### src/rtl/rv32i_reg_dbg_access_pkg.sv
// Shared rv32i definitions used by the debug register-access block:
// default datapath sizes and the debug FSM state encoding.
package rv32i_reg_dbg_access_pkg;

    localparam int unsigned RV_XLEN     = 32;
    localparam int unsigned RV_NUM_REGS = 16;
    localparam int unsigned RV_ADDR_W   = 4;

    typedef enum logic [2:0] {
        ST_IDLE    = 3'd0,
        ST_HALT    = 3'd1,
        ST_ACCESS  = 3'd2,
        ST_RESP    = 3'd3,
        ST_RELEASE = 3'd4
    } dbg_state_e;

endpackage

### src/rtl/rv32i_reg_dbg_access.sv
// Debug-port access to the RV32E register file: halts the core, performs a
// single read/write or a full dump, and returns responses over valid/ready.
module rv32i_reg_dbg_access
    import rv32i_reg_dbg_access_pkg::*;
#(
    parameter int unsigned XLEN         = RV_XLEN,
    parameter int unsigned NUM_REGS     = RV_NUM_REGS,
    parameter int unsigned ADDR_W       = RV_ADDR_W,
    parameter int unsigned HALT_TIMEOUT = 255
) (
    input  logic              clk,
    input  logic              rst_n,
    input  logic              req_valid,
    output logic              req_ready,
    input  logic              req_write,
    input  logic              req_dump,
    input  logic [ADDR_W-1:0] req_addr,
    input  logic [XLEN-1:0]   req_wdata,
    output logic              rsp_valid,
    input  logic              rsp_ready,
    output logic [ADDR_W-1:0] rsp_addr,
    output logic [XLEN-1:0]   rsp_data,
    output logic              rsp_last,
    output logic              rsp_err,
    output logic              core_halt_req,
    input  logic              core_halted,
    output logic [ADDR_W-1:0] rf_raddr,
    input  logic [XLEN-1:0]   rf_rdata,
    output logic [ADDR_W-1:0] rf_waddr,
    output logic [XLEN-1:0]   rf_wdata,
    output logic              rf_we,
    output logic              busy
);

    localparam int unsigned       CNT_W     = $clog2(HALT_TIMEOUT + 1);
    localparam logic [CNT_W-1:0]  CNT_MAX   = CNT_W'(HALT_TIMEOUT);
    localparam logic [ADDR_W-1:0] LAST_ADDR = ADDR_W'(NUM_REGS - 1);

    dbg_state_e        state_q;
    logic              write_q;
    logic              dump_q;
    logic [ADDR_W-1:0] addr_q;
    logic [XLEN-1:0]   wdata_q;
    logic [CNT_W-1:0]  cnt_q;
    logic [CNT_W-1:0]  cnt_d;
    logic [ADDR_W-1:0] rsp_addr_q;
    logic [XLEN-1:0]   rsp_data_q;
    logic              rsp_last_q;
    logic              rsp_err_q;
    logic              in_access;
    logic              do_write;

    assign cnt_d = (cnt_q == CNT_MAX) ? cnt_q : cnt_q + CNT_W'(1);

    // NOTE: control outputs are pure decodes of the registered state, so an
    // asynchronous reset drops them in the same instant the state clears.
    assign in_access     = (state_q == ST_ACCESS);
    assign do_write      = in_access && write_q;
    assign req_ready     = (state_q == ST_IDLE);
    assign busy          = (state_q != ST_IDLE);
    assign rsp_valid     = (state_q == ST_RESP);
    assign core_halt_req = state_q inside {ST_HALT, ST_ACCESS, ST_RESP};
    assign rf_raddr      = in_access ? addr_q : '0;
    assign rf_waddr      = do_write ? addr_q : '0;
    assign rf_wdata      = do_write ? wdata_q : '0;
    assign rf_we         = do_write && (addr_q != '0);
    assign rsp_addr      = rsp_addr_q;
    assign rsp_data      = rsp_data_q;
    assign rsp_last      = rsp_last_q;
    assign rsp_err       = rsp_err_q;

    // NOTE: every register here uses non-blocking assignment so all of them
    // update together from pre-edge values.
    always_ff @(posedge clk or negedge rst_n) begin
        if (!rst_n) begin
            state_q    <= ST_IDLE;
            write_q    <= 1'b0;
            dump_q     <= 1'b0;
            addr_q     <= '0;
            wdata_q    <= '0;
            cnt_q      <= '0;
            rsp_addr_q <= '0;
            rsp_data_q <= '0;
            rsp_last_q <= 1'b0;
            rsp_err_q  <= 1'b0;
        end else begin
            case (state_q)
                ST_IDLE: begin
                    if (req_valid) begin
                        write_q <= req_write && !req_dump;
                        dump_q  <= req_dump;
                        addr_q  <= req_dump ? '0 : req_addr;
                        wdata_q <= req_wdata;
                        cnt_q   <= '0;
                        state_q <= ST_HALT;
                    end
                end
                ST_HALT: begin
                    if (core_halted) begin
                        state_q <= ST_ACCESS;
                    end else begin
                        cnt_q <= cnt_d;
                        if (cnt_d == CNT_MAX) begin
                            rsp_addr_q <= addr_q;
                            rsp_data_q <= '0;
                            rsp_last_q <= 1'b1;
                            rsp_err_q  <= 1'b1;
                            state_q    <= ST_RESP;
                        end
                    end
                end
                ST_ACCESS: begin
                    rsp_addr_q <= addr_q;
                    rsp_data_q <= (write_q || addr_q == '0) ? '0 : rf_rdata;
                    rsp_last_q <= !dump_q || (addr_q == LAST_ADDR);
                    rsp_err_q  <= 1'b0;
                    state_q    <= ST_RESP;
                end
                ST_RESP: begin
                    if (rsp_ready) begin
                        // A timeout ends a dump early; otherwise walk to the last register.
                        if (dump_q && !rsp_err_q && addr_q != LAST_ADDR) begin
                            addr_q  <= addr_q + ADDR_W'(1);
                            state_q <= ST_ACCESS;
                        end else begin
                            state_q <= ST_RELEASE;
                        end
                    end
                end
                ST_RELEASE: state_q <= ST_IDLE;
                default:    state_q <= ST_IDLE;
            endcase
        end
    end

endmodule
### config.mk
export PLATFORM = sky130hd
export DESIGN_NAME = rv32i_reg_dbg_access
export DESIGN_NICKNAME = d
export VERILOG_FILES = /design/src/rtl/rv32i_reg_dbg_access_pkg.sv /design/src/rtl/rv32i_reg_dbg_access.sv
export SDC_FILE = /design/constraint.sdc
export NUM_CORES = 1
export LEC_CHECK = 0
export BUFFER_PORTS_ARGS = -buffer_cell sky130_fd_sc_hd__buf_2
export CAP_MARGIN = 20
export CORE_ASPECT_RATIO = 1.25
export CORE_MARGIN = 2
export CORE_UTILIZATION = 45
export CTS_CLUSTER_SIZE = 28
export DETAILED_ROUTE_END_ITERATION = 10
export PLACE_DENSITY = 0.75
export SLEW_MARGIN = 20
export SYNTH_ARGS = -nofsm -noshare
export SYNTH_HDL_FRONTEND = slang
export SYNTH_SLANG_ARGS = --single-unit
### constraint.sdc
create_clock -name clk -period 2.6 [get_ports clk]
set_input_delay 0.39 -clock clk [delete_from_list [all_inputs] [get_ports clk]]
set_output_delay 0.39 -clock clk [all_outputs]
set_load 0.05 [all_outputs]
* Yosys cells after proc, flatten, opt, wreduce, memory -nomap -nowiden
Index checks and enable logic that the tools add are counted.
** Cells by class
- $add $sub $neg :: 2
- Multipliers :: 0
- Divide/modulo/power cells :: 0
- Magnitude comparators :: 0
- Eq/ne operators :: 13
- Shift-type cells :: 0
- Multiplexer cells :: 29
- Bitwise logic cells :: 0
- Reduce and logical (&&, ||, !) cells :: 23
** Operators with widths (number)
- 2-to-1 mux 32 bit :: 4
- case mux 32 bit (2 select lines) :: 1
- 2-to-1 mux 4 bit :: 8
- 2-to-1 mux 8 bit :: 3
- equality test 8 bit (second input constant) :: 2
- case mux 4 bit (2 select lines) :: 2
- case mux 8 bit (2 select lines) :: 1
- 2-to-1 mux 3 bit :: 5
- case mux 3 bit (4 select lines) :: 1
- AND reduction 3 bit :: 3
- adder 8 x 1 -> 8 bit (second input constant) :: 1
- equality test 3 x 2 -> 1 bit (second input constant) :: 2
- != test 2 x 1 -> 1 bit (second input constant) :: 3
- nonzero test 2 bit :: 3
- nonzero test 3 bit :: 2
- logical AND 1 bit :: 5
- adder 4 x 1 -> 4 bit (second input constant) :: 1
- equality test 4 bit (second input constant) :: 1
- logical NOT 4 bit :: 1
- != test 2 bit (second input constant) :: 2
- != test 4 bit (second input constant) :: 1
- case mux 1 bit (2 select lines) :: 2
- AND reduction 4 bit :: 1
- nonzero test 4 bit :: 1
- 7 further kinds :: 11
** Storage, ports and cells
- Register bits :: 87
- Bits in latches :: 0
- RAM bits :: 0
- Bits in read-only memories :: 0
- Bits of input ports :: 75
- Output and inout port bits :: 83
- Memories :: 0

* Longest topological paths before layout
- Depth in word-level cells :: 6
- Gate-level depth with buffers :: 8
- Gate-level depth less buffers :: 6

* Worst setup path after synthesis
No wires, ideal clock.
- Kind :: flip-flop to flip-flop
- Start point :: register state_q[2]
- End point :: register wdata_q[27]
- Setup time :: 125 ps
- Arrival time :: 2794 ps
- Required time :: 2475 ps
- Setup slack :: -319 ps
- Stages on the path, launching flop included :: 8
- Buffers on the path :: 4
- Cell sequence :: dfrtp_1 -> buf_6 -> nor3_1 -> and2_1 -> clkbuf_1 -> buf_2 -> buf_2 -> mux2_2
** Between the ends
- Cells in the longest elaborated chain, start to end :: 2
** Ends and longest elaborated chain
- from (decl) :: line rv32i_reg_dbg_access.sv:39 : dbg_state_e state_q;
- from (signal assigned) :: line rv32i_reg_dbg_access.sv:76 : state_q <= ST_IDLE;
- from (signal assigned) :: line rv32i_reg_dbg_access.sv:95 : state_q <= ST_HALT;
- from (signal assigned) :: line rv32i_reg_dbg_access.sv:100 : state_q <= ST_ACCESS;
- logical NOT 3 bit
- net req_ready :: line rv32i_reg_dbg_access.sv:14 : output logic req_ready,
- AND reduction 2 bit (no source line)
- to (signal assigned) :: line rv32i_reg_dbg_access.sv:93 : wdata_q <= req_wdata;
- to (decl) :: line rv32i_reg_dbg_access.sv:43 : logic [XLEN-1:0] wdata_q;
The timed path passes the listed nets, and every way through them passes these cells.
A chain may end at the register's enable or synchronous reset.

* Worst setup path in the final report
- Start point :: register cnt_q[0]
- End point :: register rsp_addr_q[3], in the netlist rsp_addr[3]
** Between the ends
- Cells in the longest elaborated chain, start to end :: 5
- Elaborated cells on any way between the ends :: 6
- Classes of those cells :: add/sub: 1; eq/ne: 3; mux: 1; reduce/logical: 1
** Ends and longest elaborated chain
- from (decl) :: line rv32i_reg_dbg_access.sv:44 : logic [CNT_W-1:0] cnt_q;
- from (signal assigned) :: line rv32i_reg_dbg_access.sv:102 : cnt_q <= cnt_d;
- adder 8 x 1 -> 8 bit / equality test 8 bit (equally long branches) :: line rv32i_reg_dbg_access.sv:53 : assign cnt_d = (cnt_q == CNT_MAX) ? cnt_q : cnt_q + CNT_W'(1);
- 2-to-1 mux 8 bit (*) :: line rv32i_reg_dbg_access.sv:53
- equality test 8 bit (*) :: line rv32i_reg_dbg_access.sv:103 : if (cnt_d == CNT_MAX) begin
- != test 2 x 1 -> 1 bit (no source line) (*)
- AND reduction 3 bit (no source line) (*)
- to (signal assigned) :: line rv32i_reg_dbg_access.sv:104 : rsp_addr_q <= addr_q;
- to (signal assigned) :: line rv32i_reg_dbg_access.sv:113 : rsp_addr_q <= addr_q;
- to (decl) :: line rv32i_reg_dbg_access.sv:46 : logic [ADDR_W-1:0] rsp_addr_q;
Every way passes the cells marked *; elsewhere a longest branch is shown, timed or not.

==> metrics.txt <==
Setup TNS=0 ps; max cap viols=0; initial antenna violation count=0; syn avg cell area=12.1 sq um; largest net degree at the start of global routing=50; Critical Path Source Type=flop; LEAKAGE=2.68 nW; CP Max Fanout=36; CTS tree=yes; Relative slew margins=0.656; latest clock arrival within the worst-skew pair=360 ps; die width=88.1 um; fin util=0.590; final hold violations=0; post-detail-place hpwl=7030 um; vias in the first global route=3096; outcome=finished, final reports clean; Max VDD drop=478 uV; Top FF cell, synth=dfrtp_1; final period utilization=0.935; total power draw=6.52 mW; drt drc=0; met3 capacity usage during global routing=0.0431; layout cell share with drive strength beyond 1=0.481; most common cell after layout, fill and taps aside=buf_2; Placed Instance Area=4900 sq um; Yosys reg bits=87; die height=109 um; clock sinks=87; post-DR wirelength/cell=16.1 um; cts repair resizes=0; FP Rows=38; fin. max-slew vios=0; number of flops mapped to enable cells by yosys=0; final-stage net count=564; Antenna Cells=0; most frequent cells in the layout=buf_2, dfrtp_1, mux2_2, and3_1, a22o_1; fin crit period=2430 ps; power per cell area=1280 nW/um^2; post-synthesis cell area=3980 sq um; Clock Skew=13.2 ps; register area share after synthesis=0.547; Post-Syn Nets=407; gr usage total=0.195; gr ovfl total=0; Hold/Removal Path Class=input pin to flop; WP data required=2850 ps; final antenna-violating net count=0; Yosys top cell area share=0.547; synth unique cells=46; routability congestion estimate from global placement=0.890; Fillers=731; DRT iter0 DRCs=180; area grow syn2layout=28.2%; clock slew at reported path FFs=90 ps; worst-case clock buffer depth=2; met1 GRT Util=0.239; TritonRoute pass-1 iters=4; ys async rst share=1.00; Port Buf Inserts=157; busiest grt layer=met2; Max Fclk=0.411 GHz; RSZ-0062 raised after global routing=false; Final Setup Violations=0; Worst Setup Path Type=flop to flop; Synth Warn #=0; htree depth=3; biggest area consumer among synthesized cells=dfrtp_1; # IOs=158; Final Routed Wirelength=9810 um; Worst Path Arrival=2680 ps; via count of the routed design=3270; first-pass GRT wire length=14600 um; Post-Synthesis Cells=329; Design Area, Final=5110 sq um; worst-margin pin slew=516 ps; Initial Util=0.460; clk root buf=clkbuf_8; Synth area leaders=dfrtp_1, mux2_2, a22o_1, and3_1, a21oi_1; vias per cell=5.35; met2 Usage GRT=0.329; Core Area=8650 sq um; crit end category=flop; CTS buffer count=9; die area=9620 sq um
[worst max-delay path, cell delays in order, from the launching register on]
cell and delay (ps):
dfrtp_1 440, ha_1 290, nand3_1 130, mux2_4 320, a2111oi_4 440, a31oi_4 120, buf_4 270, mux2_2 310
[routing by layer]
layer  share of wire  vias to the layer above
met5               0                        -
met3           0.077                       15
met2            0.49                      132
met1            0.42                     1589
met4           0.018                        0
li1                -                     1534
[area by class of cell]
class,instances,area (sq um),share of cell area
clock inverters,7,71.3,0.0140
clock buffers,9,124,0.0243
inverters,9,33.8,0.00662
well taps,120,150,0.0294
multi-input cells,210,1630,0.320
repair buffers,169,918,0.180
flip-flops and latches,87,2180,0.426
[Yosys cell counts, drive strengths merged (2+ instances only)]
master  instances
o21ai           7
a31oi           4
nor4            5
clkbuf         12
a21oi          11
nor3b           2
nor3            9
inv             9
buf            11
nand3           6
nand2          10
o211ai          2
nand3b          2
and2            4
a211oi          2
dfrtp          87
a22o           35
o22ai           2
ha              3
and3           36
nand4b          2
mux2           39
nor2           14
[metrics by stage]
| step | std cells | setup WS [ps] | hold slack (ps) |
|---|---|---|---|
| after floorplan | 329 | -64.0 | 94.4 |
| after global placement | 594 | 276 | 393 |
| after detailed placement | 594 | 196 | 402 |
| after CTS | 611 | 179 | 227 |
| after global routing | 611 | 74.9 | 238 |
| final | 611 | 168 | 251 |
[worst paths after layout]
path,endpoint,cells after the start,slack [ps],start
min,rsp_data[26],2,250,rf_rdata[26]
max reg2reg,rsp_addr[3],7,170,cnt_q[0]
min reg2reg,rsp_data[2],1,500,rsp_data[2]
min in group asynchronous,rsp_data[25],2,550,rst_n
max in group asynchronous,state_q[2],3,1400,rst_n
max,rsp_addr[3],7,170,cnt_q[0]
[kinds of logic (layout without fill, tap and decap cells)]
group,Yosys count,in the layout,synth area share
simple gates,99,99,0.146
flops,87,87,0.547
compound gates,69,69,0.139
mux,39,39,0.111
buf+inv,32,194,0.0481
fa+ha+maj,3,3,0.00943
[power by group]
part           total (mW)  switching, mW  internal [mW]  leakage (nW)
registers            2.34          0.403           1.93          1.08
logic                3.25           2.14           1.10          1.50
clock network       0.933          0.488          0.446         0.103
[flip-flops by register name, summed over array words and instances, names as in the netlist, 3 cells and up]
signal and flops:
addr_q 4, cnt_q 8, rsp_addr 4, rsp_data 32, state_q 3, wdata_q 32
[timing repair]
item,CTS,global route
hold endpoints to repair,13,0
hold buffers,1,0
buffers inserted,0,0
Note: power is estimated with default switching activity, not from simulation.
